File: src/rtl/urv_writeback_ahb.sv
// rtl/urv_writeback_ahb.sv - uRV writeback stage with AHB-Lite data phase, error/timeout handling and stall capture
module urv_writeback_ahb #(
   parameter int TIMEOUT_CYCLES = 255,
   parameter int TIMEOUT_W      = 8,
   parameter bit ERR_EN         = 1'b1
) (
   input  logic        clk_i,
   input  logic        rst_i,
   input  logic        w_stall_i,
   output logic        w_stall_req_o,
   input  logic        a_store_i,
   input  logic [1:0]  a_fun_i,
   input  logic [31:0] a_store_data_i,
   input  logic [2:0]  x_fun_i,
   input  logic        x_load_i,
   input  logic        x_store_i,
   input  logic [31:0] x_dm_addr_i,
   input  logic [4:0]  x_rd_i,
   input  logic [31:0] x_rd_value_i,
   input  logic        x_rd_write_i,
   input  logic        x_valid_i,
   input  logic [31:0] x_shifter_rd_value_i,
   input  logic [31:0] x_multiply_rd_value_i,
   input  logic [2:0]  x_rd_source_i,
   input  logic [31:0] HRDATA,
   input  logic        HREADY,
   input  logic        HRESP,
   output logic [31:0] HWDATA,
   output logic [31:0] rf_rd_value_o,
   output logic [4:0]  rf_rd_o,
   output logic        rf_rd_write_o,
   output logic        w_exception_o,
   output logic [1:0]  w_exc_cause_o,
   output logic [31:0] w_exc_addr_o
);

   localparam logic [2:0]           SRC_SHIFTER  = 3'b001;
   localparam logic [2:0]           SRC_MULTIPLY = 3'b010;
   localparam logic [TIMEOUT_W:0]   TMO_LIM      = (TIMEOUT_W+1)'(TIMEOUT_CYCLES);
   localparam bit                   TMO_EN       = (TIMEOUT_CYCLES != 0);

   typedef enum logic [1:0] {ST_IDLE, ST_WAIT, ST_ERR, ST_DONE} state_t;

   state_t               state_q, state_d;
   logic [TIMEOUT_W-1:0] cnt_q, cnt_d;
   logic [TIMEOUT_W:0]   cnt_inc;
   logic [31:0]          cap_value_q, cap_value_d, cap_addr_q, cap_addr_d;
   logic [4:0]           cap_rd_q, cap_rd_d;
   logic                 cap_write_q, cap_write_d;
   logic [1:0]           cap_cause_q, cap_cause_d;
   logic                 mem, hresp_eff, fin, flt;
   logic [1:0]           flt_cause, bus_err_cause;
   logic [7:0]           load_byte;
   logic [15:0]          load_half;
   logic [31:0]          load_value, result;

   assign mem           = x_valid_i && (x_load_i || x_store_i);
   assign hresp_eff     = ERR_EN && HRESP;
   assign cnt_inc       = {1'b0, cnt_q} + 1'b1;
   assign bus_err_cause = x_load_i ? 2'b01 : 2'b10;

   // Store data is replicated across byte lanes so the slave can pick any lane
   always_ff @(posedge clk_i) begin
      if (rst_i)
         HWDATA <= '0;
      else if (a_store_i && HREADY)
         case (a_fun_i)
            2'b00:   HWDATA <= {4{a_store_data_i[7:0]}};
            2'b01:   HWDATA <= {2{a_store_data_i[15:0]}};
            default: HWDATA <= a_store_data_i;
         endcase
   end

   // Load lane extraction and result source selection
   always_comb begin
      case (x_dm_addr_i[1:0])
         2'b00:   load_byte = HRDATA[7:0];
         2'b01:   load_byte = HRDATA[15:8];
         2'b10:   load_byte = HRDATA[23:16];
         default: load_byte = HRDATA[31:24];
      endcase
      load_half = x_dm_addr_i[1] ? HRDATA[31:16] : HRDATA[15:0];
      case (x_fun_i)
         3'b000:  load_value = {{24{load_byte[7]}}, load_byte};
         3'b001:  load_value = {{16{load_half[15]}}, load_half};
         3'b010:  load_value = HRDATA;
         3'b100:  load_value = {24'b0, load_byte};
         3'b101:  load_value = {16'b0, load_half};
         default: load_value = '0;
      endcase
      if (x_load_i)
         result = load_value;
      else if (x_rd_source_i == SRC_SHIFTER)
         result = x_shifter_rd_value_i;
      else if (x_rd_source_i == SRC_MULTIPLY)
         result = x_multiply_rd_value_i;
      else
         result = x_rd_value_i;
   end

   // State, watchdog counter and capture buffer
   always_ff @(posedge clk_i) begin
      if (rst_i) begin
         state_q     <= ST_IDLE;
         cnt_q       <= '0;
         cap_value_q <= '0;
         cap_addr_q  <= '0;
         cap_rd_q    <= '0;
         cap_write_q <= 1'b0;
         cap_cause_q <= '0;
      end else begin
         state_q     <= state_d;
         cnt_q       <= cnt_d;
         cap_value_q <= cap_value_d;
         cap_addr_q  <= cap_addr_d;
         cap_rd_q    <= cap_rd_d;
         cap_write_q <= cap_write_d;
         cap_cause_q <= cap_cause_d;
      end
   end

   // Next state and outputs; completions/faults under stall are parked in DONE
   always_comb begin
      state_d       = state_q;
      cnt_d         = cnt_q;
      cap_value_d   = cap_value_q;
      cap_addr_d    = cap_addr_q;
      cap_rd_d      = cap_rd_q;
      cap_write_d   = cap_write_q;
      cap_cause_d   = cap_cause_q;
      w_stall_req_o = 1'b0;
      rf_rd_write_o = 1'b0;
      rf_rd_value_o = result;
      rf_rd_o       = x_rd_i;
      w_exception_o = 1'b0;
      w_exc_cause_o = 2'b00;
      w_exc_addr_o  = '0;
      fin           = 1'b0;
      flt           = 1'b0;
      flt_cause     = 2'b00;

      case (state_q)
         ST_IDLE: begin
            cnt_d = '0;
            if (!mem)
               rf_rd_write_o = x_rd_write_i && x_valid_i && !w_stall_i;
            else if (hresp_eff) begin
               if (HREADY) begin
                  flt       = 1'b1;
                  flt_cause = bus_err_cause;
               end else begin
                  state_d       = ST_ERR;
                  w_stall_req_o = 1'b1;
               end
            end else if (HREADY)
               fin = 1'b1;
            else if (TMO_EN && TMO_LIM == 1) begin
               flt       = 1'b1;
               flt_cause = 2'b11;
            end else begin
               state_d       = ST_WAIT;
               cnt_d         = 1;
               w_stall_req_o = 1'b1;
            end
         end
         ST_WAIT: begin
            if (hresp_eff) begin
               if (HREADY) begin
                  flt       = 1'b1;
                  flt_cause = bus_err_cause;
               end else begin
                  state_d       = ST_ERR;
                  w_stall_req_o = 1'b1;
               end
            end else if (HREADY)
               fin = 1'b1;
            else if (TMO_EN && cnt_inc == TMO_LIM) begin
               flt       = 1'b1;
               flt_cause = 2'b11;
            end else begin
               cnt_d         = cnt_inc[TIMEOUT_W-1:0];
               w_stall_req_o = 1'b1;
            end
         end
         ST_ERR: begin
            if (!HREADY)
               w_stall_req_o = 1'b1;
            else if (hresp_eff) begin
               flt       = 1'b1;
               flt_cause = bus_err_cause;
            end else
               fin = 1'b1;
         end
         default: begin
            rf_rd_o       = cap_rd_q;
            rf_rd_value_o = w_stall_i ? 32'b0 : cap_value_q;
            if (!w_stall_i) begin
               rf_rd_write_o = cap_write_q;
               if (cap_cause_q != 2'b00) begin
                  w_exception_o = 1'b1;
                  w_exc_cause_o = cap_cause_q;
                  w_exc_addr_o  = cap_addr_q;
               end
               state_d = ST_IDLE;
            end
         end
      endcase

      if (fin || flt) begin
         cnt_d = '0;
         if (!w_stall_i) begin
            state_d       = ST_IDLE;
            rf_rd_write_o = fin && x_load_i;
            if (flt) begin
               w_exception_o = 1'b1;
               w_exc_cause_o = flt_cause;
               w_exc_addr_o  = x_dm_addr_i;
            end
         end else begin
            state_d     = ST_DONE;
            cap_value_d = load_value;
            cap_rd_d    = x_rd_i;
            cap_write_d = fin && x_load_i;
            cap_cause_d = flt ? flt_cause : 2'b00;
            cap_addr_d  = x_dm_addr_i;
         end
      end

      if (rst_i) begin
         w_stall_req_o = 1'b0;
         rf_rd_write_o = 1'b0;
         w_exception_o = 1'b0;
         w_exc_cause_o = 2'b00;
         w_exc_addr_o  = '0;
      end
   end

endmodule

File: config.mk
export PLATFORM = sky130hd
export DESIGN_NAME = urv_writeback_ahb
export DESIGN_NICKNAME = d
export VERILOG_FILES = /design/src/rtl/urv_writeback_ahb.sv
export SDC_FILE = /design/constraint.sdc
export NUM_CORES = 1
export LEC_CHECK = 0
export ABC_AREA = 1
export BUFFER_PORTS_ARGS = -buffer_cell sky130_fd_sc_hd__buf_2
export CORE_UTILIZATION = 45
export CTS_CLUSTER_DIAMETER = 120
export DETAILED_ROUTE_END_ITERATION = 12
export HOLD_SLACK_MARGIN = 0.05
export PLACE_DENSITY = 0.84
export SLEW_MARGIN = 20
export SYNTH_ARGS = -nofsm -noshare
export SYNTH_HDL_FRONTEND = slang
export SYNTH_SLANG_ARGS = --single-unit
File: constraint.sdc
create_clock -name clk_i -period 2.15 [get_ports clk_i]
set_input_delay 0.3225 -clock clk_i [delete_from_list [all_inputs] [get_ports clk_i]]
set_output_delay 0.3225 -clock clk_i [all_outputs]
set_load 0.02 [all_outputs]
# == After elaboration in Yosys (flattened, before gate mapping) ==
# Index checks and enable logic that the tools add are counted.
# word_totals
reg_bits,114
input_bits,215
out_inout_bits,106
wordCells,134
# classes
add_sub_neg,1
n_eq_ne,20
muxes,85
n_reduce_logical,20
# op_table
op,n
$mux 32,12
$pmux 32 s5,1
$pmux 32 s2,1
$mux 2,25
$mux 1,33
$mux 8,3
$pmux 8 s3,1
$mux 16,1
$pmux 8 s2,1
$pmux 2 s3,2
$add 8x1->9 const B,1
$eq 9x8->1 const B,1
$pmux 1 s3,3
$ne 2x2->1 const B,4
$eq 2x1->1 const B,3
$eq 3x1->1 const B,2
$eq 3x2->1 const B,2
$eq 3x3->1 const B,2
$logic_not 2->1,3
$ne 3x3->1 const B,2
$logic_and 1x1->1,5
$mux 5,1
$reduce_and 5->1,1
$eq 2x2->1 const B,2
11 further kinds,14

# == Logic depth before layout (Yosys ltp) ==
# Gate-level depths: netlist of the first run.
# depth
ltp_word,10
depth_mapped,16
depth_no_buf,15

# == Worst setup path after synthesis of the first run ==
# Ideal clock, no wire load.
# synth_path
path_type,reg-to-output
start,register cnt_q[1]
end,output w_exc_addr_o[3]
arrival_time_ns,2.169
required_time_ns,1.827
setup_slack_ns,-0.342
path_stages_with_launch,14
n_path_buf,2
path_cell_list,dfxtp_1 > ha_1 > nand3_1 > o21bai_1 > nand2_1 > nor2_2 > nand2_2 > nand2_2 > nand3_4 > nand2_1 > buf_6 > buf_6 > a21oi_1 > nor3_1
# synth_between
elab_chain_len,10
word_cells_on_any_way,11
classes_between,1 x add/sub; 1 x eq/ne; 8 x mux; 1 x reduce/logical
# synth_lines
item,line,rtl
from (decl),45,"logic [TIMEOUT_W-1:0] cnt_q, cnt_d;"
from (signal assigned),113,cnt_q <= cnt_d;
$add 8x1->9 *,59,"assign cnt_inc = {1'b0, cnt_q} + 1'b1;"
$eq 9x8->1 *,177,else if (TMO_EN && cnt_inc == TMO_LIM) begin
$mux 1 *,177,
$mux 1 *,175,end else if (HREADY)
$mux 1 *,167,if (hresp_eff) begin
$pmux 1 s3 *,142,case (state_q)
$mux 32,214,if (flt) begin
$mux 32,211,if (!w_stall_i) begin
$mux 32 *,209,if (fin || flt) begin
$mux 32 *,229,if (rst_i) begin
to (decl),34,output logic [31:0] w_exc_addr_o
# Every way passes the cells marked *; elsewhere a longest branch is shown, timed or not.

# == Worst setup path after layout of the first run ==
# layout_path
start,register cnt_q[1]
end,output w_exc_addr_o[30]
# Same word-level chain as after synthesis.

==> impl.org, run 1 <==
** Outcome
- The run finished, with violations left.
- The final reports fail on negative setup slack.

** Routing
- Using the TritonRoute via totals, the vias-per-cell ratio works out to just under 6.
- Wire length after detailed routing :: between 30000 and 40000 µm
- DRC violation count after routing :: 0
- After detailed routing, the average wire length per cell comes to 18.1 µm.
- The first detailed-routing pass took 6 iterations.
- After the first detailed-routing iteration, the DRC count stood at about 1400.
- Once detail routing completed, the nets flagged for antenna violations numbered 0.
- Vias post-DR :: 11000

** Finish
- Count of antenna diodes in the layout :: 0
- After the flow finishes, the layout carries non-filler instances totaling roughly 1900.
- In the final layout, the share of cells above drive strength 1 is 0.376.
- The area growth from synthesis to layout is 60.9%.
- Commonest cells after routing, fill and taps aside :: sky130_fd_sc_hd__nand2_1, sky130_fd_sc_hd__buf_2, sky130_fd_sc_hd__nor2_1
- The final layout contains around 1900 nets.
- Most frequent standard cell in the layout excluding fill and tap cells :: sky130_fd_sc_hd__nand2_1

** Floorplan
- Measured along the y axis, the die boundary spans between 100 and 150 µm.
- The die is about 130 µm wide.
- Effective utilization at floorplan :: 0.465
- After floorplanning, the core was sized to cover approximately 17000 µm².
- Num ports :: about 320
- Row Count :: between 40 and 50
- Total die area :: roughly 18000 µm²

** STA
- Largest clock skew in the final design :: 0.00901 ns
- The count of pins over their slew limit is 0.
- Setup violations remaining at the end of the flow were counted as ~140.
- Max Clock Freq :: about 350 MHz
- For the pin with the worst max-slew slack, the measured transition is between 0.6 and 0.7 ns.
- Relative slew slack :: 0.563
- The final hold violation count was 0.
- Fin crit period :: between 2 and 3 ns
- Final cycle utilization of the critical path :: 1.34
- RSZ-0062 raised after global routing :: true
- Final setup margin :: -0.729 ns
- Hold is met by roughly 0.17 ns.

** Hold path
- The worst hold path belongs to the class in2reg.

** Worst setup path
- The most numerous cell type found on the critical path is sky130_fd_sc_hd__nand2_1.
- Delay of the slowest critical-path stage :: between 0.3 and 0.4 ns
- Cell-by-cell trace of the critical path :: ha_4 > inv_2 > nand2_1 > nand2_1 > nor2_1 > nand2_1 > nor2_2 > nand2_2 > nand2_2 > nand3_4 > nand2_8 > inv_1 > buf_12 > nor2_1 > nor3_2 > buf_4
- Register-to-register setup slack :: -0.30 ns
- Kind of start point of the critical path :: flip-flop
- Worst flop-to-flop path startpoint :: cnt_q[1]
- At the worst endpoint, the required time is between 1.5 and 2 ns.
- The worst setup path is captured at an output port.
- Worst setup endpoint :: w_exc_addr_o[30]
- Critical path arrival :: 2.56 ns
- Measured in cells, the most critical reg-to-reg path has a length of 19.
- Crit Path Class :: reg2out
- Tracing the worst setup path back leads to its startpoint at cnt_q[1].
- The largest individual stage delay along the critical path comes from the cell sky130_fd_sc_hd__dfxtp_4.
- The worst register-to-register path ends at cap_addr_q[30].
- Of all nets on the critical path, the largest fanout is 24.

** Synth
- Synthesis instantiated 40 different standard cells from the library.
- Share of the synthesized area in the top cell type :: 0.293
- The number of nets handed over by synthesis was between 1500 and 2000.
- Flop and latch count out of synthesis :: 114
- Mean area per synthesized cell :: 6.03 µm²
- Synth top area cells :: sky130_fd_sc_hd__dfxtp_1, sky130_fd_sc_hd__nand2_1, sky130_fd_sc_hd__nor2_1
- Of the total synthesized cell area, the portion taken by AND, OR, NAND and NOR gates is 0.399.
- sky130_fd_sc_hd__dfxtp_1 takes more of the synthesized area than any other cell.
- Counting flops with an async set or reset pin after synthesis yields a share of 0.
- Post-synthesis adder-cell area fraction :: 0.00321
- The fraction of the mapped netlist area in compound gates came to 0.203.
- Cell count after synthesis :: roughly 1300
- Number of enable flip-flop cells after synthesis :: 0
- Yosys printed 0 warnings.
- Portion of the post-synthesis area used by sequential elements :: 0.293
- In the synthesized netlist the dominant register cell turns out to be sky130_fd_sc_hd__dfxtp_1.
- Of the total synthesized cell area, the portion taken by XOR and XNOR cells is 0.00112.
- The synthesized netlist occupies a cell area of roughly 7800 µm².
- Multiplexer share of the synthesized area :: 0
- By area, the combinational part of the netlist is dominated by simple AND/OR/NAND/NOR gates.

** Clock network
- The cell sitting at the root of the clock tree is a sky130_fd_sc_hd__clkbuf_16.
- The H-tree was split into 4 levels.
- TritonCTS buffer count :: 17
- Clock latency of the later-clocked register in the worst-skew pair :: roughly 0.42 ns
- Clock-pin slew was measured on the worst setup and hold paths at about 0.05 ns.
- The number of hold buffers added after CTS was 0.
- CTS tree :: built
- The tree built by TritonCTS fans out to between 100 and 150 sinks.
- Counting along the longest clock path gives a buffer depth of 2.

** Run
- Max capacitance violation total :: 0

** Global route
- Global router's overall resource usage :: 0.319
- Initial antenna violation count :: 0
- Overflow left after global routing :: 0
- The first global-routing pass estimated 45500 µm of wire.
- Vias in the first global route :: roughly 9400
- Entering global routing, the biggest net connects 74 pins.

** Place
- Detailed Place HPWL :: ~21000 µm
- Routability-driven placement finished with a final weighted congestion of 0.968.
- In this run the tool buffered the top-level ports with 320 buffer cells.
- The number of placed instances, taps included, is 1816.

** Power and ir drop
- In this run the static leakage power is ~0.0060 µW.
- For this design the ratio of total power to cell area is slightly below 900 nW/µm².
- The worst-case IR drop observed on VDD is approximately 0.00063 V.
layer usage:
layer	track usage	vias to the layer above	wire length (µm)	part of all wire
met4	0.145	0	1560	0.046
met2	0.509	836	15700	0.46
met1	0.400	4999	13000	0.38
li1	-	5017	-	-
met3	0.0856	163	4040	0.12
met5	0	-	0	0
power by group:
part	total (µW)	switching [µW]	internal [µW]
Combinational	5120	2900	2220
Sequential	2670	218	2460
Clock	3090	1060	2040
Total	10900	4180	6710
flip-flops by register name, summed over array words and instances, names as in the netlist:
| register | cells |
|---|---|
| HWDATA | 32 |
| cap_addr_q | 32 |
| cap_cause_q | 2 |
| cap_rd_q | 5 |
| cap_value_q | 32 |
| cap_write_q | 1 |
| cnt_q | 8 |
| state_q | 2 |
worst min path at each step:
stage,start,to,slack [ns],depth (start not counted)
detailed placement,cap_addr_q[14],cap_addr_q[14],0.45,2
finish,a_store_data_i[30],HWDATA[30],0.17,3
CTS,a_store_data_i[30],HWDATA[30],0.16,3
global placement,cap_addr_q[2],cap_addr_q[2],0.45,2
global route,a_store_data_i[29],HWDATA[29],0.17,3
floorplan,cap_addr_q[12],cap_addr_q[12],0.43,2
worst max-delay path, delay by kind of cell (launching register included):
kind,cells,cell delay (ns)
fa+ha+maj,1,0.17
buf+inv,4,0.48
simple gates,11,1.08
flops,1,0.39
per-stage QoR:
step	instance area, µm²	total power [µW]	utilization	TNS, ns	setup WS, ns
after global routing	12600	11300	0.749	-52.45	-0.830
after CTS	11100	9410	0.660	-21.63	-0.524
after floorplan	7930	4940	-	-0.790	-0.0324
final	12600	10900	0.749	-40.36	-0.729
after detailed placement	10100	6140	0.603	-9.63	-0.198
after global placement	10100	6090	0.603	-5.33	-0.148
cell usage after synthesis, types with 10 or more instances:
| master | instances |
|---|---|
| sky130_fd_sc_hd__nand3b_1 | 22 |
| sky130_fd_sc_hd__a21oi_1 | 76 |
| sky130_fd_sc_hd__nand2_1 | 334 |
| sky130_fd_sc_hd__nor2_1 | 223 |
| sky130_fd_sc_hd__nor3_2 | 19 |
| sky130_fd_sc_hd__clkbuf_1 | 53 |
| sky130_fd_sc_hd__inv_1 | 94 |
| sky130_fd_sc_hd__a31oi_1 | 11 |
| sky130_fd_sc_hd__o22ai_1 | 11 |
| sky130_fd_sc_hd__o21ai_0 | 91 |
| sky130_fd_sc_hd__nor3_1 | 13 |
| sky130_fd_sc_hd__dfxtp_1 | 114 |
| sky130_fd_sc_hd__buf_4 | 13 |
| sky130_fd_sc_hd__buf_1 | 10 |
| sky130_fd_sc_hd__buf_2 | 13 |
| sky130_fd_sc_hd__o211ai_1 | 28 |
| sky130_fd_sc_hd__nand3_1 | 91 |
| sky130_fd_sc_hd__a211oi_1 | 21 |
cells by family after synthesis:
| logic type | count (synthesis) |
|---|---|
| compound gates | 267 |
| xor+xnor | 1 |
| fa+ha+maj | 2 |
| buf+inv | 188 |
| flops | 114 |
| simple gates | 721 |
repair_timing:
| action | in CTS | in global routing |
|---|---|---|
| resized for setup | 68 | 251 |
| setup endpoints to repair | 135 | 153 |
| cloned | 3 | 24 |
| pin swaps | 3 | 39 |
| setup buffers | 10 | 12 |
area by class of cell:
cell class,count,area (µm²)
flip-flops and latches,114,2310
clock inverters,9,151
fillers,1195,4210
multi-input cells,991,5450
well taps,220,275
repair buffers,441,3460
inverters,97,413
repair inverters,1,16.3
clock buffers,23,479
(Power assumes the default switching activity.)
==> run 2, diff against run 1 <==
--- a/config.mk
+++ b/config.mk
@@ -5,10 +5,10 @@
 export SDC_FILE = /design/constraint.sdc
 export NUM_CORES = 1
 export LEC_CHECK = 0
-export ABC_AREA = 1
 export BUFFER_PORTS_ARGS = -buffer_cell sky130_fd_sc_hd__buf_2
-export CORE_UTILIZATION = 45
+export CORE_UTILIZATION = 44
 export CTS_CLUSTER_DIAMETER = 120
+export CTS_CLUSTER_SIZE = 12
 export DETAILED_ROUTE_END_ITERATION = 12
 export HOLD_SLACK_MARGIN = 0.05
 export PLACE_DENSITY = 0.84
==> impl.org, run 2 <==
** Clock network
- The maximum number of buffers from clock root to sink was 2 (unchanged).
- The insertion delay to the later sink of the worst-skew pair came to 0.42 ns (about the same).
- The clock sink total came to 114 (unchanged).
- CTS H-Tree Depth :: 4 (unchanged)
- The tree is rooted in a sky130_fd_sc_hd__clkbuf_16.
- TritonCTS built the clock tree.
- The number of buffers created by CTS was 17 (unchanged).
- Clk slew on worst S/H paths :: 0.05 ns (about the same)
- The number of hold buffers added after CTS is 0 (unchanged).

** STA
- The number of setup violations in the final report is 150 (+4.2%).
- The final hold violation count came to 0 (unchanged).
- The minimum setup slack in the final design came to -0.956 ns (-0.227 ns).
- The time the final worst path needs with I/O delays and setup is 3.11 ns (+0.227 ns).
- Worst-Margin Slew :: 0.675 ns (+0.0216 ns)
- The post-route fraction of the period consumed by the critical path is 1.44 (+0.106).
- The normalized max-slew margin came to 0.550 (-0.0128).
- Setup repair after global routing could not meet its margin everywhere.
- Largest clock skew in the final design :: 0.0144 ns (+0.00540 ns)
- Number of pins exceeding their max-slew limit in the final report :: 0 (unchanged)
- Max Clock Freq :: 322 MHz (-7.3%)

** Routing
- Number of routed nets with antenna violations :: 0 (unchanged)
- Average via count per standard cell :: 6.21 (+6.9%)
- DRT Pass-1 Iters :: 6 (unchanged)
- DRC violation count after routing :: 0 (unchanged)
- Wire length after detailed routing :: 34700 µm (+0.92%)
- The mean routed wirelength per cell is 21.0 µm (+16%).
- The total number of vias was 10200 (-7.1%).
- Iter 0 DRT Violations :: 1250 (-11%)

** Worst setup path
- Worst setup endpoint :: w_exc_addr_o[2]
- The worst register-to-register path ends at cap_addr_q[5].
- The arrival time of the worst setup path is 2.78 ns (+0.22 ns).
- Register-to-register setup slack :: -0.47 ns (-0.17 ns)
- The count of cells along the worst register-to-register path is 12 (-7).
- Crit Path Class :: reg2out
- The worst setup path is captured at an output port.
- Tracing the worst setup path back leads to its startpoint at cnt_q[1].
- Worst endpoint required time :: 1.83 ns (about the same)
- Worst flop-to-flop path startpoint :: cnt_q[1]
- Worst-path maximum fanout :: 21 (-13%)
- Kind of start point of the critical path :: flip-flop

** Floorplan
- Die Width :: 130 µm (-2.6%)
- Core Region :: 15900 µm² (-4.9%)
- Total die area :: 17000 µm² (-5.1%)
- Effective utilization at floorplan :: 0.454 (-0.0115)
- Num ports :: 321 (unchanged)
- The chip height was 130 µm (-2.6%).
- Row Count :: 46 (-2.1%)

** Power and ir drop
- Reg power frac :: 0.322 (+0.076)
- Internal power of the cells :: 4850 µW (-28%)
- The cell leakage power was 0.00530 µW (-11%).
- The peak ir drop on the vdd network came to 0.000668 V (+6.7%).
- Proportion of power drawn by the clock network :: 0.382 (+0.098)
- Power density over cell area :: 580 nW/µm² (-33%)
- Switching power :: 2210 µW (-47%)
- The switching power share of the total was 0.313 (-0.0708).
- The sum of internal, switching and leakage power is 7060 µW (-35%).
- Gate power share :: 0.296 (-0.175)

** Hold path
- Hold path cells :: 3 (unchanged)
- Hold WC Path Type :: in2reg

** Synth
- The number of nets in the synthesized netlist is 1218 (-19%).
- Most used flip-flop cell after synthesis :: sky130_fd_sc_hd__dfxtp_1
- Cell count after synthesis :: 1001 (-23%)
- Leading cell type by number of instances after synthesis :: sky130_fd_sc_hd__nand2_1
- Yosys attributes the largest share of cell area to sky130_fd_sc_hd__dfxtp_1, sky130_fd_sc_hd__a21oi_1, sky130_fd_sc_hd__nand2_1.
- The mapped cell area came to 7240 µm² (-7.2%).
- Share of the synthesized area in the top cell type :: 0.315 (+0.0228)
- Mean area per synthesized cell :: 7.23 µm² (+20%)
- Cell type with the largest total area after synthesis :: sky130_fd_sc_hd__dfxtp_1
- The number of synthesized flops with an enable pin is 0 (unchanged).
- The number of distinct library cells after synthesis came to 58 (+45%).
- The flop and latch count out of synthesis came to 114 (unchanged).
- Fraction of registers with async set/reset :: 0 (unchanged)
- Count of yosys warnings during synthesis :: 0 (unchanged)
- The portion of the post-synthesis area used by sequential elements is 0.315 (+0.0228).
- Top cells by instance count after synthesis :: sky130_fd_sc_hd__nand2_1, sky130_fd_sc_hd__a21oi_1, sky130_fd_sc_hd__dfxtp_1

** Global route
- The first-pass GRT wire length is 45900 µm (+1.0%).
- The via count of the first global-routing pass came to 8925 (-4.6%).
- Initial antenna violation count :: 0 (unchanged)
- Overflow left after global routing :: 0 (unchanged)
- The largest net degree at the start of global routing was 54 (-27%).
- Global router's overall resource usage :: 0.351 (+0.0323)

** Finish
- The library cell used most frequently in the layout, excluding fill and tap cells, is sky130_fd_sc_hd__buf_2.
- The layout cell share with drive strength beyond 1 is 0.481 (+0.105).
- The number of filler cells placed in the layout is 1030 (-14%).
- Area growth from synthesis to final layout :: 68.3%
- Final core occ :: 0.764 (+0.0148)
- The final net count is 1634 (-13%).
- Commonest cells after routing, fill and taps aside :: sky130_fd_sc_hd__buf_2, sky130_fd_sc_hd__nand2_1, sky130_fd_sc_hd__buf_4
- Largest regs :: HWDATA (32), cap_addr_q (32), cap_value_q (32)

** Place
- Pre-CTS WS :: -0.513 ns (-0.315 ns)
- The placed wire-length estimate was 20500 µm (-1.2%).
- The routability-driven placement congestion ratio was 1.05 (+8.1%).
- The number of port buffers is 320 (unchanged).

** Outcome
- Result of the run :: finished with violations
- Violations in the final reports :: negative setup slack

** Run
- Max capacitance violation total :: 0 (unchanged)
-- run 2: cell count changes in the layout (fill, tap and decap cells not counted), moves of 20 or more --
cell	change
sky130_fd_sc_hd__nand2_1	-113
sky130_fd_sc_hd__a21oi_1	+46
sky130_fd_sc_hd__o21ai_0	-41
sky130_fd_sc_hd__mux2i_1	+47
sky130_fd_sc_hd__nand3_1	-86
sky130_fd_sc_hd__a21oi_2	+41
sky130_fd_sc_hd__buf_6	+20
sky130_fd_sc_hd__inv_1	-78
sky130_fd_sc_hd__o211ai_1	-28
sky130_fd_sc_hd__nor2_1	-106
sky130_fd_sc_hd__buf_4	+46
sky130_fd_sc_hd__a211oi_1	+23
-- run 2: final cells by class --
cell class | count | area [µm²] | share of cell area
clock buffers | 22 | 484 | 0.0398
repair buffers | 489 | 3610 | 0.296
inverters | 10 | 37.5 | 0.00308
clock inverters | 9 | 78.8 | 0.00647
multi-input cells | 785 | 5400 | 0.444
well taps | 216 | 270 | 0.0222
flip-flops and latches | 114 | 2290 | 0.188
diodes | 2 | 5.00 | 0.000411
-- run 2: power groups by stage --
stage               sequential [µW]  clock [µW]  combinational [µW]
finish                         2270        2700                2090
global route                   2280        2810                2180
CTS                            2270        2700                1770
detailed placement             2310           0                1560
global placement               2310           0                1530
floorplan                      2350           0                 815
-- run 2: worst min-delay path by stage --
stage                     from         endpoint  slack, ns
6_report       x_dm_addr_i[28]   cap_addr_q[28]       0.16
5_1_grt              x_rd_i[2]      cap_rd_q[2]       0.15
4_1_cts              x_rd_i[2]      cap_rd_q[2]       0.15
3_5_place_dp         HWDATA[0]        HWDATA[0]       0.45
3_3_place_gp       cap_rd_q[4]      cap_rd_q[4]       0.44
2_1_floorplan  cap_value_q[31]  cap_value_q[31]       0.43
-- run 2: cell families (layout without fill, tap and decap cells) --
| family | count (synthesis) | after routing | synth area share |
|---|---|---|---|
| simple gates | 380 | 380 | 0.224 |
| compound gates | 341 | 342 | 0.300 |
| flops | 114 | 114 | 0.315 |
| buf+inv | 103 | 530 | 0.0609 |
| mux | 59 | 59 | 0.0941 |
| fa+ha+maj | 2 | 2 | 0.00346 |
| xor+xnor | 2 | 2 | 0.00242 |
| other cells | 0 | 2 | 0 |
-- run 2: worst max-delay path, cell delays in order (launching register included) --
cell	delay, ns
sky130_fd_sc_hd__dfxtp_4	0.35
sky130_fd_sc_hd__ha_4	0.16
sky130_fd_sc_hd__buf_4	0.12
sky130_fd_sc_hd__xor2_1	0.11
sky130_fd_sc_hd__nand4_1	0.14
sky130_fd_sc_hd__a2111o_1	0.46
sky130_fd_sc_hd__o211ai_2	0.21
sky130_fd_sc_hd__and3b_2	0.27
sky130_fd_sc_hd__buf_12	0.17
sky130_fd_sc_hd__a22o_4	0.23
sky130_fd_sc_hd__buf_6	0.13
-- run 2: timing repair --
| item | in CTS | in global routing |
|---|---|---|
| buffers inserted | 22 | 18 |
| pin swaps | 57 | 56 |
| gates cloned | 5 | 10 |
| resized for setup | 135 | 173 |
| hold endpoints to repair | 0 | 0 |
| endpoints found under the setup margin | 149 | 151 |
-- run 2: through the flow --
| stage | TNS [ns] | cell area, µm² | std cells | hold WS (ns) |
|---|---|---|---|---|
| 2_1_floorplan | -15.48 | 7540 | 1001 | 0.432 |
| 3_3_place_gp | -31.75 | 9980 | 1567 | 0.438 |
| 3_5_place_dp | -36.83 | 9980 | 1567 | 0.447 |
| 4_1_cts | -41.10 | 11300 | 1624 | 0.150 |
| 5_1_grt | -75.11 | 12200 | 1645 | 0.154 |
| 6_report | -63.07 | 12200 | 1647 | 0.158 |
-- run 2: per-layer routing --
metal	part of all wire	global-route usage
met1	0.36	0.431
met4	0.062	0.166
met2	0.47	0.584
met5	0	0
met3	0.11	0.0767
==> run 3, diff against run 2 <==
--- a/config.mk
+++ b/config.mk
@@ -5,13 +5,15 @@
 export SDC_FILE = /design/constraint.sdc
 export NUM_CORES = 1
 export LEC_CHECK = 0
-export BUFFER_PORTS_ARGS = -buffer_cell sky130_fd_sc_hd__buf_2
+export BUFFER_PORTS_ARGS = -buffer_cell sky130_fd_sc_hd__buf_4
 export CORE_UTILIZATION = 44
 export CTS_CLUSTER_DIAMETER = 120
 export CTS_CLUSTER_SIZE = 12
 export DETAILED_ROUTE_END_ITERATION = 12
 export HOLD_SLACK_MARGIN = 0.05
 export PLACE_DENSITY = 0.84
+export REMOVE_ABC_BUFFERS = 1
+export SKIP_CTS_REPAIR_TIMING = 1
 export SLEW_MARGIN = 20
 export SYNTH_ARGS = -nofsm -noshare
 export SYNTH_HDL_FRONTEND = slang
==> impl.org, run 3 (synthesized netlist as in run 2, its figures left out) <==
** Outcome
- Result of the run :: finished with violations
- Violations in the final reports :: negative setup slack

** Finish
- The final net count was 1623 (-0.67%).
- Final cell count without fillers :: 1635 (-0.73%)
- Leaving out fill and tap cells, the most frequent cells in the layout are sky130_fd_sc_hd__buf_4, sky130_fd_sc_hd__nand2_1, sky130_fd_sc_hd__dfxtp_1.
- The area of all placed cells without fillers was 12700 µm² (+4.4%).
- The diode insertion count for antenna repair came to 0 (-2).
- Most frequent standard cell in the layout excluding fill and tap cells :: sky130_fd_sc_hd__buf_4
- The layout cell share with drive strength beyond 1 came to 0.453 (-0.0283).
- Relative to the synthesized area, the layout overhead comes to 75.7%.
- The largest registers in the layout are HWDATA (32), cap_addr_q (32), cap_value_q (32).

** Worst setup path
- Worst R2R Path Depth :: 12 (unchanged)
- The biggest fanout along the worst timing path is 32 (+52%).
- Critical path buffer and inverter count :: 2 (-1)
- The critical path's largest stage delay was 0.44 ns (-0.02 ns).
- Traced cell by cell, the critical path runs through ha_4 > nand3_2 > or3_1 > a2111o_1 > o211ai_2 > and3b_2 > buf_12 > a22o_1 > buf_6.
- Among all stages on the critical path, the largest delay is contributed by sky130_fd_sc_hd__a2111o_1.
- STA classifies the critical path endpoint as an output port.
- The arrival time of the worst setup path was 2.71 ns (-0.07 ns).
- The worst register-to-register path ends at cap_addr_q[18].
- The worst register-to-register path begins at cnt_q[0].
- Kind of start point of the critical path :: flip-flop
- On the critical path the largest part of the delay comes from compound AO/OA/AOI/OAI gates.
- The critical path data required time is 1.83 ns (about the same).
- Register-to-register setup slack :: -0.48 ns (about the same)
- The critical path is of the reg2out type.

** Power and ir drop
- Maximum vdd ir drop :: 0.000549 V (-18%)
- Proportion of power drawn by the clock network :: 0.394 (+0.012)
- The sequential cell fraction of total power is 0.309 (-0.013).
- Internal power of the cells :: 5150 µW (+6.1%)
- The combinational cell fraction of total power came to 0.297 (about the same).
- The sum of internal, switching and leakage power is 7370 µW (+4.4%).
- The power density over the cells came to 580 nW/µm² (about the same).
- The cell leakage power is 0.00536 µW (+1.1%).
- The switching power is 2220 µW (+0.76%).
- The switching power share of the total was 0.302 (-0.0110).

** Global route
- Global-route wire length before repair :: 41200 µm (-10%)
- Initial antenna violation count :: 0 (unchanged)
- Global router's overall resource usage :: 0.317 (-0.0341)
- The largest net degree at the start of global routing came to 60 (+11%).
- The via count of the first global-routing pass was 8186 (-8.3%).
- The overall overflow remaining after global route came to 0 (unchanged).

** Place
- IO Port Bufs :: 320 (unchanged)
- Placer's final routability congestion estimate :: 0.967 (-7.6%)
- Placed cell count :: 1539 (-1.8%)
- The placed instance area came to 10400 µm² (+3.7%).
- Detailed Place HPWL :: 20500 µm (+0.22%)

** Routing
- The number of antenna-violating nets in the routed design was 0 (unchanged).
- DRC violation count after routing :: 0 (unchanged)
- Average via count per standard cell :: 6.17 (-0.62%)
- DRT Pass-1 Iters :: 8 (+2)
- The number of DRC markers after the initial detailed-route iteration is 1310 (+4.8%).
- The mean routed wirelength per cell came to 21.9 µm (+4.1%).
- Wire length after detailed routing :: 35800 µm (+3.4%)
- Vias post-DR :: 10100 (-1.3%)

** STA
- The minimum setup slack in the final design is -0.882 ns (+0.0736 ns).
- Final cycle utilization of the critical path :: 1.41 (-0.0342)
- Number of pins exceeding their max-slew limit in the final report :: 0 (unchanged)
- The final hold violation count came to 0 (unchanged).
- RSZ-0062 raised after global routing :: true
- The time the final worst path needs with I/O delays and setup is 3.03 ns (-0.0736 ns).
- The number of setup violations in the final report was 151 (+0.67%).
- Worst hold slack across all endpoints :: 0.161 ns (+0.00344 ns)
- Worst-Margin Slew :: 0.645 ns (-0.0296 ns)
- The normalized max-slew margin came to 0.568 (+0.0181).
- Largest clock skew in the final design :: 0.0145 ns (+0.0000415 ns)
- The achievable clock frequency is 330 MHz (+2.4%).

** Clock network
- Clk slew on worst S/H paths :: 0.06 ns (about the same)
- Clk sinks :: 114 (unchanged)
- The root buffer cell chosen for the clock tree is sky130_fd_sc_hd__clkbuf_16.
- CTS H-Tree Depth :: 4 (unchanged)
- The maximum number of buffers from clock root to sink came to 2 (unchanged).
- TritonCTS built the clock tree.
- TritonCTS buffer count :: 17 (unchanged)
- Clock latency of the later-clocked register in the worst-skew pair :: 0.42 ns (about the same)

** Run
- Max capacitance violation total :: 0 (unchanged)

** Floorplan
- Effective utilization at floorplan :: 0.454 (unchanged)
- The cell row count came to 46 (unchanged).
- The die width is 130 µm (unchanged).
- The number of top-level design ports is 321 (unchanged).
- Die Y :: 130 µm (unchanged)
- The total core area is 15900 µm² (unchanged).
- The full die area is 17000 µm² (unchanged).

** Hold path
- The cell count of the worst hold path was 3 (unchanged).
- The path with the worst hold slack has its endpoint at cap_addr_q[26].
- Hold WC Path Type :: in2reg
- Startpoint of the lowest-slack hold path :: x_dm_addr_i[26]
==> run 3: how the worst max path moves through the flow <==
stage	start	endpoint	slack [ns]	cells after the start
after floorplan	x_rd_source_i[2]	rf_rd_value_o[0]	-3.00	5
after global placement	x_dm_addr_i[1]	rf_rd_value_o[11]	-0.75	8
after detailed placement	cnt_q[0]	w_exc_addr_o[9]	-0.50	9
after CTS	cnt_q[0]	w_exc_addr_o[9]	-0.94	9
after global routing	cnt_q[0]	w_exc_addr_o[14]	-0.93	9
final	cnt_q[0]	w_exc_addr_o[14]	-0.88	9
==> run 3: power by group through the flow <==
stage	registers [µW]	clock network (µW)	logic, µW
after floorplan	2350	0	670
after global placement	2310	0	1620
after detailed placement	2320	0	1650
after CTS	2270	2900	1660
after global routing	2290	3020	2280
final	2280	2900	2190
==> run 3: per-layer routing <==
metal / global-route usage / vias to the layer above / part of all wire
li1: - / 4400 / -
met1: 0.381 / 4682 / 0.35
met2: 0.530 / 771 / 0.47
met3: 0.0857 / 240 / 0.11
met4: 0.137 / 0 / 0.066
met5: 0 / - / 0
==> run 3: through the flow <==
step | util | setup WS [ns] | TNS (ns)
after floorplan | - | -3.00 | -242.87
after global placement | 0.649 | -0.753 | -35.42
after detailed placement | 0.649 | -0.502 | -39.07
after CTS | 0.687 | -0.943 | -56.11
after global routing | 0.797 | -0.934 | -72.89
final | 0.797 | -0.882 | -64.30
==> run 3: worst reg2reg max path, cell delays in order (launching register included) <==
cell and delay (ns):
sky130_fd_sc_hd__dfxtp_2 0.35, sky130_fd_sc_hd__ha_4 0.15, sky130_fd_sc_hd__nand3_2 0.09, sky130_fd_sc_hd__or3_1 0.31
sky130_fd_sc_hd__a2111o_1 0.44, sky130_fd_sc_hd__buf_4 0.16, sky130_fd_sc_hd__buf_6 0.12, sky130_fd_sc_hd__buf_6 0.14
sky130_fd_sc_hd__o21ai_4 0.21, sky130_fd_sc_hd__buf_8 0.19, sky130_fd_sc_hd__clkbuf_16 0.16, sky130_fd_sc_hd__nand2_1 0.06
sky130_fd_sc_hd__a21oi_1 0.18
==> run 3: final cells by class <==
class | instances | area, µm²
Multi-Input combinational cell | 785 | 5200
Tap cell | 216 | 270
Fill cell | 975 | 3230
Sequential cell | 114 | 2290
Clock inverter | 9 | 130
Inverter | 10 | 37.5
Timing Repair Buffer | 478 | 4320
Clock buffer | 23 | 468
